===== src/rtl/agc_pkg.sv =====
// Shared constants and FSM state encoding for the AGC gain loop and its serial link.
package agc_pkg;

    localparam int FRAME_W = 16;

    // Defaults shared with the histogram readout side.
    localparam logic [7:0] AGC_TARGET_DEF   = 8'd86;
    localparam logic [7:0] AGC_DEADBAND_DEF = 8'd6;

    typedef enum logic [2:0] {
        IDLE,
        START,
        SHIFT,
        END,
        GAP
    } spi_state_e;

endpackage


===== src/rtl/agc_spi_tx.sv =====
// 16-bit MSB-first serial shifter: cs_n framing, sclk idle low, mosi changes on sclk fall.
module agc_spi_tx
    import agc_pkg::*;
#(
    parameter int CLK_DIV = 4
) (
    input  logic               clk,
    input  logic               reset,
    input  logic               start,
    input  logic [FRAME_W-1:0] data,
    output logic               cs_n,
    output logic               sclk,
    output logic               mosi,
    output logic               busy,
    output spi_state_e         state
);

    localparam int CW = (CLK_DIV > 1) ? $clog2(CLK_DIV) : 1;
    localparam logic [CW-1:0] CNT_LAST = CW'(CLK_DIV - 1);
    localparam logic [4:0] HALF_LAST = 5'(2 * FRAME_W - 1);

    logic [CW-1:0]      cnt;
    logic [4:0]         half;
    logic [FRAME_W-1:0] shreg;
    logic               half_done;

    assign half_done = (cnt == CNT_LAST);
    assign busy      = (state != IDLE);

    always_ff @(posedge clk) begin
        if (reset) begin
            state <= IDLE;
            cnt   <= '0;
            half  <= '0;
            shreg <= '0;
            cs_n  <= 1'b1;
            sclk  <= 1'b0;
            mosi  <= 1'b0;
        end else begin
            case (state)
                IDLE: begin
                    cnt <= '0;
                    if (start) begin
                        state <= START;
                        shreg <= data;
                        cs_n  <= 1'b0;
                        mosi  <= data[FRAME_W-1];
                    end
                end
                START: begin
                    if (half_done) begin
                        cnt   <= '0;
                        half  <= '0;
                        sclk  <= 1'b1;
                        state <= SHIFT;
                    end else begin
                        cnt <= cnt + 1'b1;
                    end
                end
                SHIFT: begin
                    // Even half-periods are sclk high, odd are low; the last low half stays in SHIFT.
                    if (half_done) begin
                        cnt <= '0;
                        if (half == HALF_LAST) begin
                            state <= END;
                        end else begin
                            half <= half + 1'b1;
                            sclk <= ~sclk;
                            if (sclk) begin
                                shreg <= {shreg[FRAME_W-2:0], 1'b0};
                                mosi  <= shreg[FRAME_W-2];
                            end
                        end
                    end else begin
                        cnt <= cnt + 1'b1;
                    end
                end
                END: begin
                    if (half_done) begin
                        cnt   <= '0;
                        cs_n  <= 1'b1;
                        mosi  <= 1'b0;
                        state <= GAP;
                    end else begin
                        cnt <= cnt + 1'b1;
                    end
                end
                GAP: begin
                    if (half_done) begin
                        cnt   <= '0;
                        state <= IDLE;
                    end else begin
                        cnt <= cnt + 1'b1;
                    end
                end
                default: state <= IDLE;
            endcase
        end
    end

endmodule


===== src/rtl/agc_gain_loop.sv =====
// Histogram-driven RF gain loop with deadband and coarse/fine steps, writing each new code over SPI.
// Optional manual override ports are added when AGC_MANUAL_EN is defined.
module agc_gain_loop
    import agc_pkg::*;
#(
    parameter logic [7:0]        TARGET    = AGC_TARGET_DEF,
    parameter logic [7:0]        DEADBAND  = AGC_DEADBAND_DEF,
    parameter logic [7:0]        COARSE    = 8'd32,
    parameter int                GAIN_W    = 6,
    parameter logic [GAIN_W-1:0] GAIN_INIT = GAIN_W'(32),
    parameter logic [GAIN_W-1:0] GAIN_MAX  = GAIN_W'(63),
    parameter logic [7:0]        REG_ADDR  = 8'h0C,
    parameter int                CLK_DIV   = 4
) (
    input  logic              clk,
    input  logic              reset,
    input  logic [7:0]        h_mag,
    input  logic              h_valid,
`ifdef AGC_MANUAL_EN
    input  logic              manual_en,
    input  logic [GAIN_W-1:0] manual_gain,
`endif
    output logic [GAIN_W-1:0] gain,
    output logic              spi_cs_n,
    output logic              spi_sclk,
    output logic              spi_mosi,
    output logic              busy
);

    localparam int SW = GAIN_W + 2;

    logic signed [9:0]    err;
    logic [9:0]           err_abs;
    logic signed [SW-1:0] step;
    logic signed [SW-1:0] sum;
    logic [GAIN_W-1:0]    loop_gain;
    logic [GAIN_W-1:0]    next_gain;
    logic                 upd;

    logic               req;
    logic               pending;
    logic               spi_busy;
    logic [FRAME_W-1:0] frame;
    spi_state_e         spi_state;

    always_comb begin
        err     = $signed({2'b00, h_mag}) - $signed({2'b00, TARGET});
        err_abs = err[9] ? $unsigned(-err) : $unsigned(err);
        step    = '0;
        // Positive error means too much signal, so the gain steps down.
        if (err_abs > {2'b00, DEADBAND}) begin
            step = (err_abs > {2'b00, COARSE}) ? SW'(2) : SW'(1);
            if (!err[9]) step = -step;
        end
        sum = $signed({2'b00, gain}) + step;
        if (sum[SW-1])
            loop_gain = '0;
        else if (sum > $signed({2'b00, GAIN_MAX}))
            loop_gain = GAIN_MAX;
        else
            loop_gain = sum[GAIN_W-1:0];
`ifdef AGC_MANUAL_EN
        if (manual_en) begin
            next_gain = (manual_gain > GAIN_MAX) ? GAIN_MAX : manual_gain;
            upd       = 1'b1;
        end else begin
            next_gain = loop_gain;
            upd       = h_valid;
        end
`else
        next_gain = loop_gain;
        upd       = h_valid;
`endif
    end

    // pending is consumed on the cycle the shifter accepts it (start held while idle).
    always_ff @(posedge clk) begin
        if (reset) begin
            gain    <= GAIN_INIT;
            req     <= 1'b0;
            pending <= 1'b1;
        end else begin
            req <= 1'b0;
            if (upd && (next_gain != gain)) begin
                gain <= next_gain;
                req  <= 1'b1;
            end
            pending <= req | (pending & (spi_state != IDLE));
        end
    end

    assign frame = {REG_ADDR, 8'(gain)};
    assign busy  = pending | spi_busy;

    agc_spi_tx #(
        .CLK_DIV (CLK_DIV)
    ) u_spi_tx (
        .clk   (clk),
        .reset (reset),
        .start (pending),
        .data  (frame),
        .cs_n  (spi_cs_n),
        .sclk  (spi_sclk),
        .mosi  (spi_mosi),
        .busy  (spi_busy),
        .state (spi_state)
    );

endmodule


===== config.mk =====
export PLATFORM = sky130hd
export DESIGN_NAME = agc_gain_loop
export DESIGN_NICKNAME = d
export VERILOG_FILES = /design/src/rtl/agc_pkg.sv /design/src/rtl/agc_spi_tx.sv /design/src/rtl/agc_gain_loop.sv
export SDC_FILE = /design/constraint.sdc
export NUM_CORES = 1
export LEC_CHECK = 0
export BUFFER_PORTS_ARGS = -buffer_cell sky130_fd_sc_hd__buf_2
export CORE_ASPECT_RATIO = 0.9
export CORE_MARGIN = 4
export CORE_UTILIZATION = 55
export DETAILED_ROUTE_END_ITERATION = 12
export PLACE_DENSITY = 0.74
export SYNTH_ARGS = -nofsm -noshare
export SYNTH_HDL_FRONTEND = slang
export SYNTH_SLANG_ARGS = --single-unit
export TNS_END_PERCENT = 5

===== constraint.sdc =====
create_clock -name clk -period 5.98 [get_ports clk]
set_clock_uncertainty 0.1 [all_clocks]
set_input_delay 0.598 -clock clk [delete_from_list [all_inputs] [get_ports clk]]
set_output_delay 0.598 -clock clk [all_outputs]
set_load 0.02 [all_outputs]

## Word level (Yosys, flattened, before mapping)

Index checks and enable logic that the tools add are counted.

- Output and inout bits: 10
- Input bits: 11
- Word-level logic and storage cells: 88
- Bits in registers: 36

- Add/subtract/negate cells: 6
- Equal/unequal tests: 15
- Muxes and demuxes: 36
- Bitwise logic cells: 4
- Reductions and logical operators: 14
- $lt $le $gt $ge: 3

Operator list:

| kind | count |
|---|---|
| $mux W15 | 4 |
| $pmux W15 S2 | 1 |
| $mux W3 | 6 |
| $mux W8 | 2 |
| $mux W5 | 3 |
| $pmux W3 S5 | 1 |
| $mux W6 | 2 |
| $ne A2 B1 Y1 const B | 6 |
| $reduce_and A6 Y1 | 2 |
| $gt A10 B3 Y1 const B | 1 |
| $gt A10 B6 Y1 const B | 1 |
| $mux W10 | 1 |
| $neg A9 Y10 | 1 |
| $pmux W5 S2 | 1 |
| $mux W1 | 9 |
| $sub A8 B7 Y9 const B | 1 |
| $add A7 B8 Y8 | 1 |
| $gt A8 B7 Y1 const B | 1 |
| $neg A2 Y8 | 1 |
| $reduce_bool A2 Y1 | 4 |
| $eq A3 B2 Y1 const B | 2 |
| $ne A6 B6 Y1 | 1 |
| $reduce_bool A3 Y1 | 2 |
| $add A5 B1 Y5 const B | 1 |
| 19 further kinds | 23 |

## Logic depth before layout (Yosys ltp)

- Word-level depth: 15
- Depth in mapped cells: 23
- Mapped depth without buffers: 21

## Cells and area by module

Synthesis repeated with hierarchy kept, for this count alone.

- Cell total of the unflattened synthesis: 368
- Area, all modules: 2,936.6 sq um

Modules (own cells, without submodules):

| module | instances | seq. area each (sq um) | cells each | area each (sq um) |
|---|---|---|---|---|
| agc_gain_loop | 1 | 160.2 | 205 | 1,545.2 |
| agc_spi_tx | 1 | 560.5 | 163 | 1,391.3 |

## Least setup slack after synthesis

No wires, ideal clock.

- Path kind: input -> register
- Start: in h_mag[1]
- End: reg gain[3]
- Stages: 21
- Library setup time: 0.096 ns
- Data required time: 5.784 ns
- Path buffers: 2
- Setup slack: 0.557 ns
- Arrival: 5.228 ns
- Cell sequence: ha_1 > nor3b_1 > a221oi_1 > or3_1 > a32o_2 > nor2_1 > o21ai_0 > and2_1 > ha_1 > fa_1 > a211o_1 > a21oi_1 > o21a_1 > clkbuf_1 > nor4_4 > o41a_1 > o311a_1 > o22ai_4 > buf_6 > o21ai_1 > o41ai_2

- Longest elaborated chain between the ends: 14
- Elaborated cells on any way between the ends: 15
- Those cells by class: add/sub (4); order compare (3); eq/ne (1); mux (6); reduce/logical (1)

RTL lines:

| what | RTL line | source |
|---|---|---|
| from (decl) | agc_gain_loop.sv:17 | `input logic [7:0] h_mag,` |
| $sub A8 B7 Y9 * | agc_gain_loop.sv:47 | `err = $signed({2'b00, h_mag}) - $signed({2'b00, TARGET});` |
| $neg A9 Y10 | agc_gain_loop.sv:48 | `err_abs = err[9] ? $unsigned(-err) : $unsigned(err);` |
| $mux W10 | agc_gain_loop.sv:48 |  |
| $gt A10 B6 Y1 | agc_gain_loop.sv:52 | `step = (err_abs > {2'b00, COARSE}) ? SW'(2) : SW'(1);` |
| $mux W2 | agc_gain_loop.sv:52 |  |
| $neg A2 Y8 | agc_gain_loop.sv:53 | `if (!err[9]) step = -step;` |
| $mux W8 | agc_gain_loop.sv:53 |  |
| $mux W8 * | agc_gain_loop.sv:51 | `if (err_abs > {2'b00, DEADBAND}) begin` |
| $add A7 B8 Y8 * | agc_gain_loop.sv:55 | `sum = $signed({2'b00, gain}) + step;` |
| $gt A8 B7 Y1 | agc_gain_loop.sv:58 | `else if (sum > $signed({2'b00, GAIN_MAX}))` |
| $mux W6 | agc_gain_loop.sv:58 |  |
| $mux W6 * | agc_gain_loop.sv:56 | `if (sum[SW-1])` |
| $ne A6 B6 Y1 | agc_gain_loop.sv:84 | `if (upd && (next_gain != gain)) begin` |
| $logic_and A1 B1 Y1 | agc_gain_loop.sv:84 |  |
| to (signal assigned) | agc_gain_loop.sv:85 | `gain <= next_gain;` |
| to (decl) | agc_gain_loop.sv:23 | `output logic [GAIN_W-1:0] gain,` |

Mark *: on every way between the ends. The rest lies on a longest branch, timed or not.
A chain may end at the register's enable or synchronous reset.

## Worst setup path in the final report

- Start: in h_mag[1]
- End: reg gain[1]

The elaborated chain is that of the path after synthesis.

==> flow_metrics.env <==
export IMPL_yosys_warnings=0
export IMPL_cts_resized=0
export IMPL_vias=3115
export IMPL_slowest_delay_ps=480
export IMPL_clk_pin_slew_ps=70
export IMPL_setup_violations=0
export IMPL_relSlewSlack=0.506
export IMPL_drtIter0Drc=277
export IMPL_cts_buffer_depth=2
export IMPL_antenna_found_initial=0
export IMPL_p_total_mw=1.13
export IMPL_p_per_area_nw_per_um2=344
export IMPL_critPathKind="input port to register"
export IMPL_vias_per_cell=6.50
export IMPL_crit_fanout=9
export IMPL_ios=21
export IMPL_leakage_nw=1.29
export IMPL_areaGrowthSynthToFinish_pct=7.54
export IMPL_critPathBufInv=2
export IMPL_grt_overflow_total=0
export IMPL_grt_total_usage=0.219
export IMPL_die_w_um=86.8
export IMPL_cts_root_buf="clkbuf_8"
export IMPL_postCtsSetupRepairBufs=0
export IMPL_required_ps=6070
export IMPL_dp_worst_setup_slack_ps=194
export IMPL_cp_common_cell="ha_1"
export IMPL_period_minus_slack_ps=5560
export IMPL_max_freq_mhz=180
export IMPL_synthFlopType="dfxtp_1"
export IMPL_avgSynthCellArea_sq_um=7.73
export IMPL_cts_tree="done"
export IMPL_yosysSeqAreaShare=0.235
export IMPL_die_h_um=78.9
export IMPL_syn_inst=397
export IMPL_rsz0062_at_grt="false"
export IMPL_ys_seq_elements=36
export IMPL_outcome="finished clean"
export IMPL_ant_nets=0
export IMPL_rows=25
export IMPL_antennaDiodeCount=0
export IMPL_cts_made_buffers=5
export IMPL_synth_edf_count=0
export IMPL_synth_cell_types=79
export IMPL_syn_area_sq_um=3070
export IMPL_fin_crit_sh=0.929
export IMPL_final_max_slew_viol_count=0
export IMPL_floorplan_initialDensity=0.577
export IMPL_cts_sinks=36
export IMPL_max_cap_viol_count=0
export IMPL_fin_ws_ps=425
export IMPL_cp_top_family="compound AO/OA/AOI/OAI gates"
export IMPL_cts_hold_buf=0
export IMPL_hold_class="register to register"
export IMPL_grt_max_degree=41
export IMPL_die_area_sq_um=6840
export IMPL_drt_wl_total_um=7470
export IMPL_worst_slew_pin_slew_ps=741
export IMPL_cp_arrival_ps=5640
export IMPL_nFillCells=494
export IMPL_gp_congestion=0.916
export IMPL_core_sq_um=5320
export IMPL_drive_above_1_share=0.150
export IMPL_grt_pass1_wl_um=12500
export IMPL_grt_pass1_vias=2671
export IMPL_tns_ps=0
export IMPL_cpMaxStageDelayCell="xor2_1"
export IMPL_first_pass_iters=6
export IMPL_clock_latency_ps=280
export IMPL_wl_per_cell_um=15.6
export IMPL_drc=0
export IMPL_dp_hpwl_um=5510
export IMPL_cp_start_kind="input port"
export IMPL_critPathCaptureType="register"
export IMPL_path_cells="buf_2 > ha_1 > nor3b_1 > a221oi_1 > or3_1 > a32o_2 > nor2_1 > o21ai_0 > and2_1 > ha_1 > fa_1 > a21o_1 > a21oi_1 > xor2_1 > o211ai_1 > o221ai_1 > a211oi_1 > o311a_2 > o22ai_4 > buf_4 > o21ai_1 > o41ai_2"
export IMPL_nets=436
export IMPL_report_final_hold_viol_count=0
export IMPL_io_buffers=20
export IMPL_rrSetupSlack_ps=2340
export IMPL_htree_num_levels=2
export IMPL_synth_fp_nets=422
export IMPL_async_flop_share=0
export IMPL_peakVddDrop_v=0.000188
-- final timing paths --
kind | from | endpoint | depth (start not counted)
setup / recovery | h_mag[1] | gain[1] | 22
hold / removal | req | pending | 1
hold reg to reg | req | pending | 1
setup reg to reg | gain[0] | gain[1] | 13
-- cells in the final DEF (no fill, tap or decap), drive strengths merged, types with 10 or more instances in the layout --
master / Yosys / layout
ha: 13 / 13
a211oi: 11 / 11
nand2: 30 / 30
buf: 9 / 30
or3: 10 / 10
dfxtp: 36 / 36
nor2: 46 / 46
nand3: 13 / 13
o21ai: 27 / 27
nor3: 15 / 15
a21oi: 19 / 19
inv: 22 / 22
-- per-layer routing --
| layer | wire (um) | GRT usage |
|---|---|---|
| met4 | 67 | 0.0514 |
| met1 | 3630 | 0.327 |
| met5 | 0 | 0 |
| met3 | 498 | 0.0394 |
| met2 | 3270 | 0.325 |
-- metrics by stage --
step / util / instances / hold WS [ps] / cell area, sq um
floorplan: - / 397 / 290 / 3070
global placement: 0.604 / 471 / 296 / 3210
detailed placement: 0.604 / 471 / 320 / 3210
CTS: 0.621 / 479 / 334 / 3300
global route: 0.621 / 479 / 365 / 3300
finish: 0.621 / 479 / 335 / 3300
-- cell families after synthesis --
kind of cell,count (synthesis),synth area share
XOR/XNOR,12,0.0367
buffers and inverters,45,0.0660
AO/OA/AOI/OAI,128,0.325
adder cells (fa/ha/maj),14,0.0595
flip-flops,36,0.235
AND/OR/NAND/NOR,158,0.265
multiplexers,4,0.0130
-- cell type report --
| class | instances | area (sq um) | area share |
|---|---|---|---|
| timing repair buffer | 30 | 175 | 0.0531 |
| clock inverter | 2 | 10.0 | 0.00303 |
| multi-input combinational | 316 | 2150 | 0.650 |
| inverter | 22 | 82.6 | 0.0250 |
| clock buffer | 6 | 82.6 | 0.0250 |
| sequential | 36 | 721 | 0.218 |
| tap | 67 | 83.8 | 0.0254 |
-- state kept, by name, indices dropped and copies added, names as in the netlist --
signal,cells
gain,6
pending,1
req,1
u_spi_tx.cnt,2
u_spi_tx.cs_n,1
u_spi_tx.half,5
u_spi_tx.mosi,1
u_spi_tx.sclk,1
u_spi_tx.shreg,15
u_spi_tx.state,3
-- synth_stat cells, types with 3 or more instances --
cell type	n	area share
or3_1	9	0.018
nand2_1	30	0.037
a311oi_1	4	0.011
nand2b_1	3	0.0061
o22ai_1	3	0.0061
nor4_1	4	0.0081
xor2_1	7	0.020
o21a_1	3	0.0073
nor3_1	15	0.024
clkbuf_1	14	0.017
xnor2_1	4	0.011
buf_2	3	0.0049
nor3b_1	9	0.022
buf_6	4	0.015
o41ai_2	4	0.021
nor2b_1	5	0.010
and2_1	3	0.0061
a211oi_1	11	0.027
nand4_1	9	0.018
ha_1	13	0.053
nand3_1	13	0.021
a21oi_1	17	0.028
nor2_1	44	0.054
a21o_1	3	0.0073
mux2i_1	4	0.013
a211o_1	3	0.0086
o21ai_1	6	0.0098
a31oi_1	8	0.016
inv_1	21	0.026
nand3b_1	4	0.0098
o211ai_1	6	0.015
dfxtp_1	36	0.23
o21ai_0	20	0.033
-- where the power goes --
| group | switching, mW | total [mW] | internal [mW] |
|---|---|---|---|
| Sequential | 0.0378 | 0.309 | 0.271 |
| Clock | 0.0853 | 0.177 | 0.0919 |
| Combinational | 0.404 | 0.648 | 0.244 |
| Total | 0.527 | 1.13 | 0.607 |
Power figures use the tool's default switching activity.
